`src/rtl/change_dispenser.sv`:
```
// Coin-return controller: pays a latched amount through three hoppers, largest coin first,
// with a per-coin request/acknowledge handshake and a timeout that ends the job as a fault.
module change_dispenser #(
    parameter int unsigned COIN_HI     = 50,
    parameter int unsigned COIN_MID    = 10,
    parameter int unsigned COIN_LO     = 5,
    parameter int unsigned ACK_TIMEOUT = 1000
) (
    input  logic        clk,
    input  logic        reset,
    input  logic        start,
    input  logic [11:0] amount,
    input  logic        abort,
    input  logic [2:0]  empty,
    input  logic [2:0]  eject_ack,
    output logic [2:0]  eject_req,
    output logic        busy,
    output logic        done,
    output logic        short,
    output logic        fault,
    output logic [11:0] remaining,
    output logic [5:0]  cnt_hi,
    output logic [5:0]  cnt_mid,
    output logic [5:0]  cnt_lo
);

    localparam logic [11:0] VAL_HI  = 12'(COIN_HI);
    localparam logic [11:0] VAL_MID = 12'(COIN_MID);
    localparam logic [11:0] VAL_LO  = 12'(COIN_LO);
    localparam logic [15:0] TMO     = 16'(ACK_TIMEOUT);

    typedef enum logic [2:0] {
        IDLE, SELECT, REQ, REL, DONE, FAULT
    } state_t;

    state_t      state_q, state_d;
    logic [11:0] remaining_q, remaining_d;
    logic [5:0]  cnt_hi_q, cnt_hi_d, cnt_mid_q, cnt_mid_d, cnt_lo_q, cnt_lo_d;
    logic [2:0]  eject_req_q, eject_req_d;
    logic [1:0]  sel_q, sel_d;
    logic [15:0] timer_q, timer_d;
    logic        short_q, short_d, fault_q, fault_d;

    logic [2:0]  eligible;
    logic [15:0] timer_inc;
    logic        ack_sel;
    logic [11:0] sel_val;

    always_comb begin
        eligible[2] = (remaining_q >= VAL_HI)  && !empty[2];
        eligible[1] = (remaining_q >= VAL_MID) && !empty[1];
        eligible[0] = (remaining_q >= VAL_LO)  && !empty[0];
        timer_inc   = timer_q + 16'd1;
        ack_sel     = eject_ack[sel_q];
        case (sel_q)
            2'd2:    sel_val = VAL_HI;
            2'd1:    sel_val = VAL_MID;
            default: sel_val = VAL_LO;
        endcase
    end

    // NOTE: every variable gets its hold value before the case so no path infers a latch.
    always_comb begin
        state_d     = state_q;
        remaining_d = remaining_q;
        cnt_hi_d    = cnt_hi_q;
        cnt_mid_d   = cnt_mid_q;
        cnt_lo_d    = cnt_lo_q;
        eject_req_d = eject_req_q;
        sel_d       = sel_q;
        timer_d     = timer_q;
        short_d     = short_q;
        fault_d     = fault_q;

        case (state_q)
            IDLE: begin
                if (start) begin
                    remaining_d = amount;
                    cnt_hi_d    = '0;
                    cnt_mid_d   = '0;
                    cnt_lo_d    = '0;
                    short_d     = 1'b0;
                    fault_d     = 1'b0;
                    state_d     = SELECT;
                end
            end
            SELECT: begin
                if (abort || remaining_q == '0 || eligible == 3'b000) begin
                    short_d = (remaining_q != '0);
                    state_d = DONE;
                end else begin
                    if (eligible[2])      sel_d = 2'd2;
                    else if (eligible[1]) sel_d = 2'd1;
                    else                  sel_d = 2'd0;
                    eject_req_d = eligible[2] ? 3'b100 : (eligible[1] ? 3'b010 : 3'b001);
                    timer_d     = '0;
                    state_d     = REQ;
                end
            end
            REQ: begin
                if (ack_sel) begin
                    remaining_d = remaining_q - sel_val;
                    case (sel_q)
                        2'd2:    cnt_hi_d  = (cnt_hi_q  == 6'd63) ? cnt_hi_q  : cnt_hi_q  + 6'd1;
                        2'd1:    cnt_mid_d = (cnt_mid_q == 6'd63) ? cnt_mid_q : cnt_mid_q + 6'd1;
                        default: cnt_lo_d  = (cnt_lo_q  == 6'd63) ? cnt_lo_q  : cnt_lo_q  + 6'd1;
                    endcase
                    eject_req_d = '0;
                    timer_d     = '0;
                    state_d     = REL;
                end else begin
                    timer_d = timer_inc;
                    if (timer_inc == TMO) begin
                        eject_req_d = '0;
                        fault_d     = 1'b1;
                        state_d     = FAULT;
                    end
                end
            end
            REL: begin
                if (!ack_sel) begin
                    state_d = SELECT;
                end else begin
                    timer_d = timer_inc;
                    if (timer_inc == TMO) begin
                        fault_d = 1'b1;
                        state_d = FAULT;
                    end
                end
            end
            DONE:    state_d = IDLE;
            FAULT:   state_d = IDLE;
            default: state_d = IDLE;
        endcase
    end

    // NOTE: sequential state uses non-blocking assignments so all flops update together.
    always_ff @(posedge clk or negedge reset) begin
        if (!reset) begin
            state_q     <= IDLE;
            remaining_q <= '0;
            cnt_hi_q    <= '0;
            cnt_mid_q   <= '0;
            cnt_lo_q    <= '0;
            eject_req_q <= '0;
            sel_q       <= '0;
            timer_q     <= '0;
            short_q     <= 1'b0;
            fault_q     <= 1'b0;
        end else begin
            state_q     <= state_d;
            remaining_q <= remaining_d;
            cnt_hi_q    <= cnt_hi_d;
            cnt_mid_q   <= cnt_mid_d;
            cnt_lo_q    <= cnt_lo_d;
            eject_req_q <= eject_req_d;
            sel_q       <= sel_d;
            timer_q     <= timer_d;
            short_q     <= short_d;
            fault_q     <= fault_d;
        end
    end

    assign eject_req = eject_req_q;
    assign busy      = (state_q != IDLE);
    assign done      = (state_q == DONE) || (state_q == FAULT);
    assign short     = short_q;
    assign fault     = fault_q;
    assign remaining = remaining_q;
    assign cnt_hi    = cnt_hi_q;
    assign cnt_mid   = cnt_mid_q;
    assign cnt_lo    = cnt_lo_q;

endmodule

```
`config.mk`:
```
export PLATFORM = sky130hd
export DESIGN_NAME = change_dispenser
export DESIGN_NICKNAME = d
export VERILOG_FILES = /design/src/rtl/change_dispenser.sv
export SDC_FILE = /design/constraint.sdc
export NUM_CORES = 1
export LEC_CHECK = 0
export ABC_AREA = 0
export CORE_MARGIN = 2
export CORE_UTILIZATION = 55
export DETAILED_ROUTE_END_ITERATION = 8
export PLACE_DENSITY_LB_ADDON = 0.2
export SKIP_LAST_GASP = 1
export SYNTH_ARGS = -nofsm -noshare
export SYNTH_HDL_FRONTEND = slang
export SYNTH_SLANG_ARGS = --single-unit
export TNS_END_PERCENT = 1
```
`constraint.sdc`:
```
create_clock -name clk -period 5.51 [get_ports clk]
set_input_delay 1.102 -clock clk [delete_from_list [all_inputs] [get_ports clk]]
set_output_delay 1.102 -clock clk [all_outputs]
set_load 0.01 [all_outputs]
```
==> flow_metrics.tcl <==
set metrics [dict create \
    port-buffer-count 58 \
    num_io_pins 59 \
    post-cts-setup-buffers 0 \
    rows 29 \
    num_antenna_cells 0 \
    peakVddDrop_mv 0.329 \
    dieArea_sq_um 7010 \
    drcViolationCount 0 \
    synth_warnings 0 \
    synth_edf_count 0 \
    path_max_fanout 6 \
    cap_violations 0 \
    start_kind "primary input" \
    ys_seq_area_frac 0.401 \
    cts.sinks 56 \
    cts_root_buffer "clkbuf_8" \
    viasPerCell 6.33 \
    grt_start_max_net_pins 57 \
    syn2layout_area_growth_pct 20.6 \
    wire_per_inst_um 17.2 \
    worstPathRequired_ns 5.76 \
    leakagePower_uw 0.00170 \
    grt_pass1_vias 3132 \
    final_nets 478 \
    endpoint_kind "flop" \
    fmax_ghz 0.309 \
    ant_nets 0 \
    synth_nets 427 \
    grt_pass1_wl_um 15200 \
    p_per_area_nw_per_um2 475 \
    fin_worst_skew_ns 0.0115 \
    syn-cell-area_sq_um 3500 \
    initial_core_util 0.561 \
    final_max_slew_viol_count 0 \
    path_class "primary input to flop" \
    synth_top_cell_area_share 0.401 \
    tns_ns 0 \
    synth_area_leaders "dfrtp_1 40%, nor2_1 4.7%, ha_1 4.3%" \
    ctsResizeCount 0 \
    register_area_sq_um 1400 \
    maxSlewHeadroom 0.315 \
    synth_cell_type_count 61 \
    first_pass_iters 4 \
    htreeDepth 2 \
    ys.flop_type "dfrtp_1" \
    min_period_ns 3.23 \
    core_area_sq_um 6240 \
    run_status "finished clean" \
    synthArstFlopShare 1.00 \
    cts_tree "yes" \
    grtUsageTotal 0.263 \
    numCtsBuffers 5 \
    synth.avg_cell_area_sq_um 8.92 \
    finalInstanceArea_sq_um 4220 \
    layout-drive-gt1-share 0.0586 \
    rsz0062_at_grt "no" \
    cts_buffer_depth 2 \
    final_common_cell "clkdlybuf4s50_1" \
    postPlaceCellArea_sq_um 4100 \
    clkTransAtPathRegs_ns 0.11 \
    insertion_delay_ns 0.32 \
    layout_common_cells "57 x clkdlybuf4s50_1, 56 x dfrtp_1, 44 x nor2_1" \
    yosys_register_bits 56 \
    antenna_found_initial 0 \
    place.gp.congestion 0.867 \
    vias 3296 \
    yosysTopAreaCell "dfrtp_1" \
    drt-initial-drc-count 229 \
    postCtsHoldBufs 0 \
    min_path_type "flop to flop" \
    syn_inst 392 \
    grt_overflow 0 \
    wl_um 8950 \
    tightest_slew_ns 1.02 \
    num-fill-cells 531 \
    die_h_um 83.8 \
    fin_crit_sh 0.587 \
    dp_hpwl_um 6420 \
    hold_viol_final 0 \
    setup-violations-final 0 \
    die_w_um 83.8 \
    multi_input_area_sq_um 1960 \
    cp_data_arrival_time_ns 3.48 \
]
flip-flops by register name (all words and copies together), names as in the netlist:
name,flops
timer_q,16
remaining,12
cnt_hi,6
cnt_lo,6
cnt_mid,6
eject_req,3
state_q,3
sel_q,2
fault,1
short,1
cell families after synthesis:
kind of cell	after synthesis	share of synthesized area
simple gates	160	0.230
buf+inv	31	0.0401
xor+xnor	17	0.0426
mux	7	0.0207
flops	56	0.401
fa+ha+maj	13	0.0486
compound gates	108	0.217
cell usage after synthesis, drive strengths merged (6+ instances only):
library cell  instances
o31ai                17
o22ai                 8
buf                   7
inv                  15
or3                   6
a211oi                7
nand4                 9
dfrtp                56
nand2                28
nor3                 14
a21oi                10
nand3                19
nor2                 44
ha                   12
clkbuf                9
xnor2                 9
xor2                  8
nor4                  7
nor2b                10
o21ai                22
cell type report:
type                    instances  share of cell area
clock buffers                   5              0.0163
clock inverters                 3              0.0113
inverters                      15              0.0133
multi-input cells             305               0.464
flip-flops and latches         56               0.332
well taps                      77              0.0228
repair buffers                 60               0.140
worst max-delay path: stages:
cell and delay, ns:
clkdlybuf4s50_1 0.48, mux2i_1 0.12, o221a_2 0.33, nor4_1 0.78, nand3_1 0.18, or3_1 0.35, a21oi_1 0.14
per-layer routing:
layer / vias to the layer above / wire [um] / part of all wire / global-route usage
li1: 1566 / - / - / -
met1: 1604 / 4210 / 0.47 / 0.377
met2: 114 / 4190 / 0.47 / 0.422
met3: 12 / 449 / 0.050 / 0.0435
met4: 0 / 97 / 0.011 / 0.0587
met5: - / 0 / 0 / 0
path summary, 6_finish.rpt:
kind                                 to          from  slack, ns  cells past startpoint
max in group asynchronous   timer_q[10]         reset       4.10                      2
hold reg to reg                   fault         fault       0.52                      2
setup reg to reg           remaining[6]      sel_q[0]       2.31                     11
setup / recovery              cnt_lo[5]  eject_ack[0]       2.28                      7
min in group asynchronous     cnt_lo[2]         reset       0.91                      2
hold / removal                    fault         fault       0.52                      2
power by group:
group	switching [uW]	total (uW)	internal, uW
sequential	147	652	505
combinational	598	1070	471
clock	147	284	137
total	891	2010	1110
stage by stage:
stage / setup WS [ns] / total power (uW) / hold slack [ns] / instances / utilization
global placement: 2.11 / 1670 / 0.491 / 513 / 0.657
detailed placement: 1.98 / 1710 / 0.504 / 513 / 0.657
finish: 2.28 / 2010 / 0.523 / 521 / 0.676
CTS: 2.31 / 2000 / 0.521 / 521 / 0.676
floorplan: 2.68 / 1360 / 0.465 / 392 / -
global route: 2.10 / 2160 / 0.551 / 521 / 0.676
(Power assumes the default switching activity.)
